File: src/rtl/sram_arb_pkg.sv
// Shared types and default sizing for the SRAM arbiter.
package sram_arb_pkg;

    localparam int DEF_ADDR_W        = 20;
    localparam int DEF_DATA_W        = 16;
    localparam int DEF_ACCESS_CYCLES = 2;
    // Wide enough for ACCESS_CYCLES up to 15.
    localparam int TIMER_W           = 4;

    typedef enum logic [1:0] {IDLE, SETUP, ACCESS, DONE} arb_state_t;
    typedef enum logic {CPU = 1'b0, DEV = 1'b1} req_id_t;

endpackage

File: src/rtl/sram_arb_pick.sv
// Winner select between the CPU path and the loader port.
// SRAM_ARB_RR_EN: round-robin on a tie; otherwise the CPU always wins a tie.
module sram_arb_pick
    import sram_arb_pkg::*;
(
    input  logic    cpu_req,
    input  logic    dev_req,
    input  req_id_t last_grant,
    output logic    any_req,
    output req_id_t winner
);

    logic tie_cpu;

`ifdef SRAM_ARB_RR_EN
    // The requester that did not win last time takes the tie.
    assign tie_cpu = (last_grant == DEV);
`else
    // Fixed priority ignores grant history; the register behind it has no load.
    logic unused_last_grant;
    assign unused_last_grant = last_grant;
    assign tie_cpu = 1'b1;
`endif

    assign any_req = cpu_req | dev_req;

    // A lone requester wins; a tie goes to the CPU only when tie_cpu allows it.
    always_comb begin
        winner = DEV;
        if (cpu_req && (!dev_req || tie_cpu))
            winner = CPU;
    end

endmodule

File: src/rtl/sram_arbiter.sv
// Two-port arbiter and strobe sequencer for the asynchronous 16-bit SRAM.
// Sequence per access: IDLE -> SETUP (1) -> ACCESS (ACCESS_CYCLES) -> DONE (1).
// All Mem_* outputs come straight from registers, never from the req inputs.
// Optional macro SRAM_ARB_RR_EN selects round-robin tie breaking (see sram_arb_pick).
module sram_arbiter
    import sram_arb_pkg::*;
#(
    parameter int ADDR_W        = DEF_ADDR_W,
    parameter int DATA_W        = DEF_DATA_W,
    parameter int ACCESS_CYCLES = DEF_ACCESS_CYCLES
)(
    input  logic              Clk,
    input  logic              Reset,
    input  logic              cpu_req,
    input  logic              cpu_we,
    input  logic [ADDR_W-1:0] cpu_addr,
    input  logic [DATA_W-1:0] cpu_wdata,
    output logic              cpu_done,
    output logic [DATA_W-1:0] cpu_rdata,
    input  logic              dev_req,
    input  logic              dev_we,
    input  logic [ADDR_W-1:0] dev_addr,
    input  logic [DATA_W-1:0] dev_wdata,
    output logic              dev_done,
    output logic [DATA_W-1:0] dev_rdata,
    output logic              busy,
    output logic              Mem_CE,
    output logic              Mem_OE,
    output logic              Mem_WE,
    output logic              Mem_UB,
    output logic              Mem_LB,
    output logic [ADDR_W-1:0] Mem_ADDR,
    output logic [DATA_W-1:0] Mem_Dout,
    output logic              Mem_Dout_en,
    input  logic [DATA_W-1:0] Mem_Din
);

    typedef struct packed {
        logic              we;
        logic [ADDR_W-1:0] addr;
        logic [DATA_W-1:0] wdata;
    } op_t;

    localparam logic [TIMER_W-1:0] LAST_TICK = TIMER_W'(ACCESS_CYCLES - 1);

    arb_state_t         state;
    // Owner of the current/most recent grant; doubles as last-grant for round-robin.
    req_id_t            owner;
    req_id_t            winner;
    logic               any_req;
    op_t                op;
    op_t                grant_op;
    logic [TIMER_W-1:0] timer;

    sram_arb_pick u_pick (
        .cpu_req    (cpu_req),
        .dev_req    (dev_req),
        .last_grant (owner),
        .any_req    (any_req),
        .winner     (winner)
    );

    assign grant_op = (winner == CPU) ? {cpu_we, cpu_addr, cpu_wdata}
                                      : {dev_we, dev_addr, dev_wdata};

    // Address and write data only change at grant, so they are stable
    // for a full cycle on both sides of the WE pulse.
    assign Mem_ADDR = op.addr;
    assign Mem_Dout = op.wdata;
    assign busy     = (state != IDLE);

    // Access sequencer: grant, strobe timing, read capture and done pulses.
    always_ff @(posedge Clk) begin
        if (!Reset) begin
            state       <= IDLE;
            owner       <= DEV;
            op          <= '0;
            timer       <= '0;
            Mem_CE      <= 1'b1;
            Mem_OE      <= 1'b1;
            Mem_WE      <= 1'b1;
            Mem_UB      <= 1'b1;
            Mem_LB      <= 1'b1;
            Mem_Dout_en <= 1'b0;
            cpu_done    <= 1'b0;
            dev_done    <= 1'b0;
            cpu_rdata   <= '0;
            dev_rdata   <= '0;
        end else begin
            cpu_done <= 1'b0;
            dev_done <= 1'b0;
            unique case (state)
                IDLE: begin
                    if (any_req) begin
                        owner       <= winner;
                        op          <= grant_op;
                        Mem_CE      <= 1'b0;
                        Mem_UB      <= 1'b0;
                        Mem_LB      <= 1'b0;
                        Mem_Dout_en <= grant_op.we;
                        state       <= SETUP;
                    end
                end
                SETUP: begin
                    timer  <= '0;
                    Mem_OE <= op.we;
                    Mem_WE <= !op.we;
                    state  <= ACCESS;
                end
                ACCESS: begin
                    timer <= timer + TIMER_W'(1);
                    if (timer == LAST_TICK) begin
                        if (!op.we) begin
                            if (owner == CPU) cpu_rdata <= Mem_Din;
                            else              dev_rdata <= Mem_Din;
                        end
                        cpu_done    <= (owner == CPU);
                        dev_done    <= (owner == DEV);
                        Mem_CE      <= 1'b1;
                        Mem_OE      <= 1'b1;
                        Mem_WE      <= 1'b1;
                        Mem_UB      <= 1'b1;
                        Mem_LB      <= 1'b1;
                        Mem_Dout_en <= 1'b0;
                        state       <= DONE;
                    end
                end
                DONE:    state <= IDLE;
                default: state <= IDLE;
            endcase
        end
    end

endmodule

File: config.mk
export PLATFORM = sky130hd
export DESIGN_NAME = sram_arbiter
export DESIGN_NICKNAME = d
export VERILOG_FILES = /design/src/rtl/sram_arb_pkg.sv /design/src/rtl/sram_arb_pick.sv /design/src/rtl/sram_arbiter.sv
export SDC_FILE = /design/constraint.sdc
export NUM_CORES = 1
export LEC_CHECK = 0
export BUFFER_PORTS_ARGS = -buffer_cell sky130_fd_sc_hd__buf_2
export CAP_MARGIN = 20
export CORE_UTILIZATION = 40
export CTS_CLUSTER_DIAMETER = 100
export CTS_CLUSTER_SIZE = 25
export DETAILED_ROUTE_END_ITERATION = 6
export PLACE_DENSITY_LB_ADDON = 0.3
export SKIP_CTS_REPAIR_TIMING = 1
export SYNTH_ARGS = -nofsm -noshare
export SYNTH_HDL_FRONTEND = slang
export SYNTH_SLANG_ARGS = --single-unit
File: constraint.sdc
create_clock -name Clk -period 4.36 [get_ports Clk]
set_clock_uncertainty 0.2 [all_clocks]
set_input_delay 0.436 -clock Clk [delete_from_list [all_inputs] [get_ports Clk]]
set_output_delay 0.436 -clock Clk [all_outputs]
set_load 0.03 [all_outputs]
# After elaboration in Yosys (flattened, before gate mapping)
# Cells that the tools add are included.
[word_totals] input_bits=94 output_inout_bits=77 register_bits=82
[classes] reduce_logical=12 eq_ne=6 n_mux=14 n_bitwise=3 n_addsub=1
[ops] op="37-bit two-way mux" n=1
[ops] op="1-bit case mux with 2 select lines" n=4
[ops] op="2-bit case mux with 4 select lines" n=1
[ops] op="4-bit case mux with 2 select lines" n=1
[ops] op="4-bit AND reduction" n=2
[ops] op="2-bit AND reduction" n=3
[ops] op="3-bit AND reduction" n=2
[ops] op="2-bit nonzero test" n=3
[ops] op="1-bit two-way mux" n=5
[ops] op="4-bit by 1-bit adder with 4-bit output, second input constant" n=1
[ops] op="2-bit == test, second input constant" n=2
[ops] op="4-bit by 1-bit == test with 1-bit output, second input constant" n=1
[ops] op="2-bit two-way mux" n=2
[ops] op="2-bit != test, second input constant" n=2
[ops] op="2-bit by 1-bit == test with 1-bit output, second input constant" n=1
[ops] op="2-bit zero test" n=1
[ops] op="1-bit inverter" n=2
[ops] op="1-bit zero test" n=1
[ops] op="1-bit bitwise OR" n=1

# Depth between registers and ports, before layout
# Gate-level depths: netlist of run 1.
[logic_depth] depth_word=3 mapped_depth=8 depth_no_buf=5

# Hierarchy
# Synthesis of run 1 repeated with hierarchy kept, for this count alone.
[unflattened] hier_cells=403 area_unflattened_um2=3807.4
[by_module_without_submodules] mod="sram_arbiter" area_each_um2=3797.4 seq_area_each_um2=1641.6 cells_each=401 n_inst=1
[by_module_without_submodules] mod="sram_arb_pick" area_each_um2=10.0 seq_area_each_um2=0.0 cells_each=2 n_inst=1

# Worst setup path after synthesis of run 1
# Ideal clock, no wire load.
[synth_timing] kind="reg-to-reg" from="reg timer[0]" to="reg dev_rdata[10]" arrival_ps=1826 t_required_ps=4041 n_path_buf=3 slack_ps=2215 stages_incl_launch_ff=8 path_cell_list="dfxtp_1 ha_1 or3b_1 buf_6 or4_4 buf_6 buf_8 mux2i_1"
[synth_between] elab_chain_len=2
[synth_rtl] element="start: declaration" line="sram_arbiter.sv:53" text="logic [TIMER_W-1:0] timer;"
[synth_rtl] element="start signal: assignment" line="sram_arbiter.sv:111" text="timer <= timer + TIMER_W'(1);"
[synth_rtl] element="4-bit by 1-bit == test with 1-bit output" line="sram_arbiter.sv:112" text="if (timer == LAST_TICK) begin"
[synth_rtl] element="4-bit AND reduction (no source line)"
[synth_rtl] element="end signal: assignment" line="sram_arbiter.sv:115" text="else dev_rdata <= Mem_Din;"
[synth_rtl] element="end: declaration" line="sram_arbiter.sv:25" text="output logic [DATA_W-1:0] dev_rdata,"
# Every way passes these cells.
# A chain may end at the register's enable or synchronous reset.

# Worst setup path after layout of run 1
[layout_timing] from="reg state[0]" to="reg op, in the netlist Mem_ADDR[6]"
[layout_between] elab_chain_len=2
[layout_rtl] element="start: declaration" line="sram_arbiter.sv:46" text="arb_state_t state;"
[layout_rtl] element="start signal: assignment" line="sram_arbiter.sv:75" text="state <= IDLE;"
[layout_rtl] element="start signal: assignment" line="sram_arbiter.sv:101" text="state <= SETUP;"
[layout_rtl] element="start signal: assignment" line="sram_arbiter.sv:108" text="state <= ACCESS;"
[layout_rtl] element="2-bit zero test" line="sram_arbiter.sv:92" text="unique case (state)"
[layout_rtl] element="2-bit AND reduction (no source line)"
[layout_rtl] element="end signal: assignment" line="sram_arbiter.sv:96" text="op <= grant_op;"
[layout_rtl] element="end: declaration" line="sram_arbiter.sv:51" text="op_t op;"
# Every way passes these cells.

==> flow_metrics.py, run 1 <==
metrics = {
    "sta": {
        "max_slew.worst_pin.slew_ps": 789,
        "drv_slew": 0,
        "slew_headroom_pct": 47.4,
        "fin_setup_tns_ps": 0,
        "rsz0062_at_grt": "false",
        "hold_ws_ps": 151,
        "clock.fmax_ghz": 0.413,
        "period_minus_slack_ps": 2420,
        "min_period_over_period_pct": 55.5,
        "hold_viol": 0,
        "final-setup-viol-count": 0,
    },
    "global_route": {
        "grt.overflow.total": 0,
        "grt_max_degree": 59,
        "antenna_found_initial": 0,
        "grtUsageMet3_pct": 5.55,
        "met2_usage_pct": 28.4,
        "grt_pass1_vias": 2829,
        "met1_usage_pct": 20.7,
        "grt_pass1_wl_um": 13300,
        "grt_usage_pct": 17.0,
        "grt.busiest_layer": "met2",
    },
    "worst_setup_path": {
        "crit_path_end": "Mem_ADDR[6]$_SDFFE_PN0P_",
        "cp_num_buf_inv": 2,
        "cp-start-kind": "flop",
        "cpLargestDelayFamily": "compound AO/OA/AOI/OAI gates",
        "path_cells": "inv_1 > ha_1 > o21a_2 > buf_4 > nor2_1 > a211oi_1",
        "crit_cells": 6,
        "crit_arrival_ps": 2460,
        "crit_path_max_incr_delay_ps": 690,
        "r2r_end": "Mem_ADDR[6]$_SDFFE_PN0P_",
        "r2r.worst_path.cells": 6,
        "critPathCaptureType": "flop",
        "startpoint": "state[0]$_SDFFE_PN0P_",
        "cp_data_required_time_ps": 4410,
        "crit_slowest_cell": "o21a_2",
        "worstSetupPathType": "reg -> reg",
        "timing.rr.start": "state[0]$_SDFFE_PN0P_",
        "regToRegSetupSlack_ps": 1940,
        "critPathMaxFanout": 46,
    },
    "drt": {
        "vias": 3072,
        "drtIter0Drc": 101,
        "wire_per_inst_um": 12.9,
        "drtPass1Iterations": 4,
        "totalWireLength_um": 8480,
        "route.detailed.drc": 0,
        "ant_nets": 0,
        "viasPerCell": 4.67,
    },
    "yosys": {
        "synth_area_per_cell_um2": 9.44,
        "synthesis.nets": 505,
        "yosys_warnings": 0,
        "ys_seq_area_share_pct": 43.0,
        "synth_cell_type_count": 36,
        "synthesis.area_mm2": 0.00381,
        "synth.ff_latch_count": 82,
        "synthCells": 404,
    },
    "floorplanning": {
        "dieHeight_um": 99.7,
        "die_width_um": 99.7,
        "core_area_mm2": 0.00924,
        "ios": 171,
        "initial_core_util_pct": 41.3,
        "rows": 35,
        "dieArea_mm2": 0.00993,
    },
    "min_path": {
        "hold_path_class": "in -> reg",
    },
    "power_and_ir_drop": {
        "irDropWorstVdd_mv": 0.217,
        "p_leak_uw": 0.00232,
        "power_density_mw_per_mm2": 561,
    },
    "placed_design": {
        "gp_congestion": 0.707,
        "dpl.hpwl_um": 6170,
        "io_buffers": 170,
    },
    "run": {
        "maxCapViolations": 0,
    },
    "final_layout": {
        "final_nets": 625,
        "diodes": 0,
        "drive_gt1_share_pct": 37.1,
        "area_growth_pct": 22.1,
    },
    "cts": {
        "root_buffer": "clkbuf_8",
        "cts_tree": "done",
        "clk_latency_ps": 340,
        "cts_buffers": 9,
        "cts.sink_count": 82,
        "clkTransAtPathRegs_ps": 90,
        "clockBufferDepth": 2,
        "htree_levels": 3,
    },
    "outcome": {
        "outcome": "completed",
    },
}
worst reg2reg max path, stage by stage, from the launching register on:
cell	delay [ps]
dfxtp_1	330
inv_1	140
ha_1	250
o21a_2	690
buf_4	410
nor2_1	70
a211oi_1	240
per-layer routing:
metal  up-vias  part of all wire [%]
met4         0                  0.71
met5         -                     0
met3         4                   8.3
met1      1352                    45
li1       1592                     -
met2       124                    46
registers in the layout, indices dropped and copies added, names as in the netlist:
register / count
owner: 1
cpu_done: 1
state: 2
Mem_Dout: 16
Mem_OE: 1
dev_rdata: 16
Mem_ADDR: 20
op: 1
Mem_WE: 1
dev_done: 1
cpu_rdata: 16
Mem_LB: 1
Mem_Dout_en: 1
timer: 4
worst min-delay path by stage:
stage                                from  cells after the start  slack [ps]                         end
2_1_floorplan       state[1]$_SDFFE_PN0P_                      2         270       state[1]$_SDFFE_PN0P_
3_3_place_gp   cpu_rdata[12]$_SDFFE_PN0P_                      2         240  cpu_rdata[12]$_SDFFE_PN0P_
3_5_place_dp    cpu_rdata[0]$_SDFFE_PN0P_                      2         250   cpu_rdata[0]$_SDFFE_PN0P_
4_1_cts                        Mem_Din[2]                      3         140   dev_rdata[2]$_SDFFE_PN0P_
5_1_grt                        Mem_Din[2]                      3         140   dev_rdata[2]$_SDFFE_PN0P_
6_report                       Mem_Din[1]                      3         150   cpu_rdata[1]$_SDFFE_PN0P_
layout make-up:
class	count	area, um^2
Sequential cell	82	1640
Fill cell	895	4580
Clock buffer	10	128
Tap cell	129	161
Multi-Input combinational cell	249	1720
Timing Repair Buffer	175	888
Clock inverter	6	90.1
Inverter	7	26.3
report_power, final:
part	switching [uW]	internal [uW]
combinational	689	337
sequential	82.7	895
clock	282	326
total	1050	1560
synthesized netlist by cell type:
cell type	number	area [um^2]
nor4_4	1	21.3
nor3_1	4	20.0
mux2i_1	72	721
ha_1	7	87.6
buf_8	1	15.0
buf_2	3	15.0
buf_6	2	22.5
buf_4	39	293
a31oi_1	1	6.26
o22ai_1	1	6.26
or4_4	1	11.3
dfxtp_1	82	1640
nor2b_1	3	18.8
buf_1	3	11.3
and2_1	2	12.5
o21a_1	1	7.51
o21ai_0	4	20.0
inv_1	6	22.5
a21o_1	1	7.51
clkbuf_1	18	67.6
and3b_1	1	8.76
nand2b_1	3	18.8
clkinv_1	1	3.75
a2111oi_0	1	8.76
or2b_1	1	7.51
mux2_2	2	22.5
a211oi_1	39	293
nand2_1	54	203
or3b_1	1	8.76
nand4bb_1	1	11.3
nor3b_1	1	7.51
a21oi_1	3	15.0
or3_1	1	6.26
nand3_1	2	10.0
nor2_1	40	150
and4bb_2	1	12.5
kinds of logic (layout without fill, tap and decap cells):
kind of cell / Yosys count / in the layout / synth area share (%)
compound gates: 51 / 51 / 9.54
fa+ha+maj: 7 / 7 / 2.30
buf+inv: 73 / 198 / 11.8
flops: 82 / 82 / 43.0
mux: 74 / 74 / 19.5
simple gates: 117 / 117 / 13.8
through the flow:
| stage | total power (uW) | instance area [um^2] | std cells | utilization [%] | worst slack (ps) |
|---|---|---|---|---|---|
| 4_1_cts | 2640 | 4660 | 658 | 50.4 | 1950 |
| 5_1_grt | 2780 | 4660 | 658 | 50.4 | 1710 |
| 3_5_place_dp | 2030 | 4440 | 642 | 48.1 | 1980 |
| 6_report | 2610 | 4660 | 658 | 50.4 | 1940 |
| 3_3_place_gp | 2000 | 4440 | 642 | 48.1 | 2090 |
| 2_1_floorplan | 1910 | 3810 | 404 | - | 2220 |
placed cells by master (no fill, tap or decap), drive strengths merged, types with 2 or more instances in the layout:
cell type    n
buf        175
dfxtp       82
mux2i       72
nand2       54
nor2        40
a211oi      39
clkbuf      10
ha           7
inv          7
o21ai        4
nor3         4
clkinv       4
nor2b        3
nand2b       3
a21oi        3
and2         2
mux2         2
nand3        2
bufinv       2
(Power assumes the default switching activity.)
==> inputs of run 2 (changes only) <==
==> constraint.sdc (replaced) <==
create_clock -name Clk -period 2.3 [get_ports Clk]
set_clock_uncertainty 0.2 [all_clocks]
set_input_delay 0.23 -clock Clk [delete_from_list [all_inputs] [get_ports Clk]]
set_output_delay 0.23 -clock Clk [all_outputs]
set_load 0.03 [all_outputs]
==> run 2 against run 1 <==
  * Critical path depth is 1 lower
  * Combinational power is 97% higher
  * Register-to-register slack worse by 1700 ps
  * Largest power group unchanged
  * Clock power is 74% higher
  * Clock-buffer cell count is 1 lower
  * Design area is 4.9% higher
  * Fmax is 15% higher
  * First-iteration DRC count is 57% lower
==> flow_metrics.py, run 2 (same netlist as run 1, synthesis figures left out) <==
metrics = {
    "outcome": {
        "outcome": "completed",
    },
    "run": {
        "maxCapViolations": 0,
    },
    "final_layout": {
        "final_common_cell": "buf_2",
        "nFillCells": 851,
        "area_growth_pct": 28.1,
        "final_nets": 648,
        "largest_register_ffs": 20,
        "final_cell_area_mm2": 0.00489,
        "diodes": 0,
        "final_cell_mix": "buf_2 (170), dfxtp_1 (82), mux2i_1 (72)",
        "drive_gt1_share_pct": 36.6,
        "post-route-util_pct": 52.9,
    },
    "global_route": {
        "grt_pass1_wl_um": 13500,
        "met2_usage_pct": 29.4,
        "grtUsageMet3_pct": 5.62,
        "antenna_found_initial": 0,
        "grt.busiest_layer": "met2",
        "grt.overflow.total": 0,
        "met1_usage_pct": 20.3,
        "grt_usage_pct": 17.4,
        "grt_max_degree": 58,
        "grt_pass1_vias": 2891,
    },
    "sta": {
        "slew_headroom_pct": 52.9,
        "period_minus_slack_ps": 2100,
        "max_slew.worst_pin.slew_ps": 702,
        "hold_viol": 0,
        "drv_slew": 0,
        "final-setup-viol-count": 0,
        "rsz0062_at_grt": "false",
        "fin_setup_tns_ps": 0,
        "setup_ws_ps": 198,
        "clock.fmax_ghz": 0.476,
        "min_period_over_period_pct": 91.4,
    },
    "power_and_ir_drop": {
        "p_leak_uw": 0.00242,
        "power_density_mw_per_mm2": 1010,
        "irDropWorstVdd_mv": 0.393,
    },
    "drt": {
        "wire_per_inst_um": 12.9,
        "vias": 3209,
        "drtIter0Drc": 43,
        "totalWireLength_um": 8810,
        "route.detailed.drc": 0,
        "ant_nets": 0,
        "viasPerCell": 4.71,
        "drtPass1Iterations": 4,
    },
    "cts": {
        "clkTransAtPathRegs_ps": 90,
        "htree_levels": 3,
        "clockBufferDepth": 2,
        "clk_latency_ps": 350,
        "root_buffer": "clkbuf_8",
        "cts_tree": "done",
        "cts.sink_count": 82,
        "cts_buffers": 9,
    },
    "floorplanning": {
        "ios": 171,
        "core_area_mm2": 0.00924,
        "dieHeight_um": 99.7,
        "dieArea_mm2": 0.00993,
        "die_width_um": 99.7,
        "rows": 35,
        "initial_core_util_pct": 41.3,
    },
    "worst_setup_path": {
        "cpLargestDelayFamily": "compound AO/OA/AOI/OAI gates",
        "cp_num_buf_inv": 1,
        "crit_arrival_ps": 2180,
        "cp_data_required_time_ps": 2380,
        "path_cells": "ha_1 > or3b_1 > buf_4 > a211oi_1 > mux2i_1",
        "critPathCaptureType": "flop",
        "critPathMaxFanout": 6,
        "worstSetupPathType": "reg -> reg",
        "crit_slowest_cell": "a211oi_1",
        "crit_path_max_incr_delay_ps": 440,
        "cp-start-kind": "flop",
    },
    "placed_design": {
        "dpl.hpwl_um": 6300,
        "io_buffers": 170,
        "gp_congestion": 0.776,
        "dp_slack_ps": 229,
        "place_area_mm2": 0.00450,
    },
    "min_path": {
        "hold_path_class": "in -> reg",
    },
}
[run 2: changes by cell type in the layout (fill, tap and decap cells not counted)]
cell	delta
inv_6	+2
inv_8	-1
dlygate4sd3_1	+18
clkbuf_1	-1
bufinv_16	-1
clkinv_2	-1
clkinv_4	+1
buf_4	+3
clkinvlp_4	+1
buf_12	+2
[run 2: layer usage]
layer | vias to the layer above | wire [um]
met4 | 0 | 130
met2 | 127 | 4220
met5 | - | 0
met1 | 1431 | 3790
li1 | 1640 | -
met3 | 11 | 667
[run 2: final cells by class]
class / count / area, um^2 / share of cell area (%)
tap: 129 / 161 / 3.30
clock buffer: 9 / 124 / 2.54
inverter: 7 / 26.3 / 0.538
multi-input combinational: 249 / 1720 / 35.3
clock inverter: 7 / 77.6 / 1.59
timing repair buffer: 198 / 1130 / 23.1
sequential: 82 / 1640 / 33.6
[run 2: power by group]
part	leakage, uW	switching [uW]	internal, uW	total, uW
Clock	0.000100	550	511	1060
Sequential	0.000671	150	1700	1850
Combinational	0.00165	1320	708	2030
Total	0.00242	2020	2920	4940
[run 2: path summary, 6_finish.rpt]
check	start	end	slack [ps]	cells after the start
setup / recovery	timer[0]$_SDFFE_PN0P_	Mem_Dout_en$_SDFFE_PN0P_	200	5
hold / removal	dev_addr[0]	Mem_ADDR[0]$_SDFFE_PN0P_	20	3
setup reg to reg	timer[0]$_SDFFE_PN0P_	Mem_Dout_en$_SDFFE_PN0P_	200	5
hold reg to reg	cpu_rdata[9]$_SDFFE_PN0P_	cpu_rdata[9]$_SDFFE_PN0P_	250	2
[run 2: metrics by stage]
step | hold WS, ps | cells | total power [uW]
3_3_place_gp | 239 | 647 | 3850
6_report | 16.0 | 681 | 4940
2_1_floorplan | 192 | 404 | 3620
5_1_grt | 17.0 | 681 | 5270
3_5_place_dp | 245 | 647 | 3900
4_1_cts | -74.3 | 663 | 4980
[run 2: worst register-to-register path: cells and delay by family, from the launching register on]
family                   cells  cell delay [ps]
buffers and inverters        1              180
flip-flops                   1              390
multiplexers                 1              240
AO/OA/AOI/OAI                1              440
adder cells (fa/ha/maj)      1              200
AND/OR/NAND/NOR              1              390
==> inputs of run 3 (changes only) <==
--- a/config.mk
+++ b/config.mk
@@ -7,11 +7,13 @@
 export LEC_CHECK = 0
 export BUFFER_PORTS_ARGS = -buffer_cell sky130_fd_sc_hd__buf_2
 export CAP_MARGIN = 20
+export CORE_MARGIN = 2
 export CORE_UTILIZATION = 40
 export CTS_CLUSTER_DIAMETER = 100
 export CTS_CLUSTER_SIZE = 25
 export DETAILED_ROUTE_END_ITERATION = 6
 export PLACE_DENSITY_LB_ADDON = 0.3
+export SETUP_SLACK_MARGIN = 0.5
 export SKIP_CTS_REPAIR_TIMING = 1
 export SYNTH_ARGS = -nofsm -noshare
 export SYNTH_HDL_FRONTEND = slang
==> run 3 against run 2 <==
  * Global-route usage decreased by 1.0 points
  * Combinational power rose by 13%
  * Worst setup slack better by 150 ps
  * Flip-flop and latch count is the same
  * Critical path depth unchanged
  * Clock power up 15%
  * Sequential power about the same
  * Utilization rose by 1.7 points
  * First-iteration DRC count is 72% higher
  * Register-to-register slack better by 150 ps
  * Via count increased by 0.25%
  * Total power increased by 9.0%
  * Largest cell class unchanged
  * Highest routed layer unchanged
==> flow_metrics.py, run 3 (same netlist as run 1, synthesis figures left out) <==
metrics = {
    "drt": {
        "route.detailed.drc": 0,
        "totalWireLength_um": 9490,
        "ant_nets": 0,
        "drtPass1Iterations": 4,
        "wire_per_inst_um": 13.9,
        "viasPerCell": 4.71,
        "drtIter0Drc": 74,
        "vias": 3217,
    },
    "final_layout": {
        "drive_gt1_share_pct": 39.2,
        "final_common_cell": "buf_2",
        "area_growth_pct": 32.3,
        "final_cell_mix": "buf_2 (170), dfxtp_1 (79), mux2i_1 (72)",
        "final_cell_area_mm2": 0.00505,
        "diodes": 0,
        "post-route-util_pct": 54.6,
        "largest_register_ffs": 20,
        "final_nets": 651,
    },
    "floorplanning": {
        "die_width_um": 102,
        "core_area_mm2": 0.00924,
        "rows": 35,
        "ios": 171,
        "initial_core_util_pct": 41.3,
        "dieHeight_um": 102,
        "dieArea_mm2": 0.0103,
    },
    "placed_design": {
        "io_buffers": 170,
        "dpl.hpwl_um": 6390,
        "gp_congestion": 0.706,
        "place_area_mm2": 0.00450,
    },
    "worst_setup_path": {
        "critPathMaxFanout": 8,
        "cp-start-kind": "flop",
        "critPathCaptureType": "flop",
        "worstSetupPathType": "reg -> reg",
        "crit_arrival_ps": 1980,
        "cp_data_required_time_ps": 2330,
    },
    "sta": {
        "hold_viol": 0,
        "max_slew.worst_pin.slew_ps": 548,
        "slew_headroom_pct": 63.5,
        "min_period_over_period_pct": 84.9,
        "drv_slew": 0,
        "final-setup-viol-count": 0,
        "fin_setup_tns_ps": 0,
        "period_minus_slack_ps": 1950,
        "clock.fmax_ghz": 0.512,
        "rsz0062_at_grt": "true",
    },
    "min_path": {
        "hold_path_class": "in -> reg",
    },
    "global_route": {
        "grt_usage_pct": 16.4,
        "grt_pass1_vias": 2801,
        "grt_max_degree": 68,
        "grt.overflow.total": 0,
        "antenna_found_initial": 0,
        "grt_pass1_wl_um": 13300,
    },
    "cts": {
        "root_buffer": "clkbuf_8",
        "clockBufferDepth": 2,
        "clk_latency_ps": 340,
        "cts.sink_count": 82,
        "cts_tree": "done",
        "clkTransAtPathRegs_ps": 90,
        "htree_levels": 3,
        "cts_buffers": 9,
    },
    "outcome": {
        "outcome": "completed",
    },
    "power_and_ir_drop": {
        "irDropWorstVdd_mv": 0.396,
        "power_density_mw_per_mm2": 1070,
        "p_leak_uw": 0.00247,
        "p_total_uw": 5380,
    },
    "run": {
        "maxCapViolations": 0,
    },
}
## run 3: power breakdown
part | total [uW] | switching (uW) | internal, uW
logic | 2300 | 1430 | 872
registers | 1860 | 160 | 1700
clock network | 1220 | 507 | 716
total | 5380 | 2090 | 3290
## run 3: stage by stage
| step | setup slack, ps | cells | hold slack [ps] |
|---|---|---|---|
| 3_3_place_gp | 282 | 644 | 240 |
| 6_report | 348 | 683 | 8.08 |
| 2_1_floorplan | 199 | 404 | 192 |
| 5_1_grt | 281 | 683 | 18.8 |
| 4_1_cts | 188 | 659 | -67.4 |
| 3_5_place_dp | 201 | 644 | 244 |
## run 3: final timing paths
path	start	end	slack (ps)	cells past startpoint
min reg2reg	cpu_rdata[13]$_SDFFE_PN0P_	cpu_rdata[13]$_SDFFE_PN0P_	260	2
max	timer[1]$_SDFFE_PN0P_	dev_rdata[5]$_SDFFE_PN0P_	350	5
max reg2reg	timer[1]$_SDFFE_PN0P_	dev_rdata[5]$_SDFFE_PN0P_	350	5
min	dev_addr[6]	Mem_ADDR[6]$_SDFFE_PN0P_	8	3
## run 3: final cells by class
cell class              instances  area, um^2
fillers                       835        4190
clock inverters                 5         104
inverters                       7        26.3
multi-input cells             250        1800
flip-flops and latches         82        1650
well taps                     129         161
clock buffers                  10         128
repair buffers                200        1180
## run 3: per-layer routing
layer  vias to the layer above  global-route usage (%)  share of wire, %
met5                         -                       0                 0
met4                         0                    6.44               1.2
met3                        10                    4.69               7.5
met2                       119                    26.2                47
met1                      1457                    20.8                45
li1                       1631                       -                 -
## run 3: worst max-delay path, stage by stage (launching register included)
cell     delay (ps)
dfxtp_2         340
inv_2            70
ha_4            120
or3b_4          400
or4_4           540
mux2i_1         160
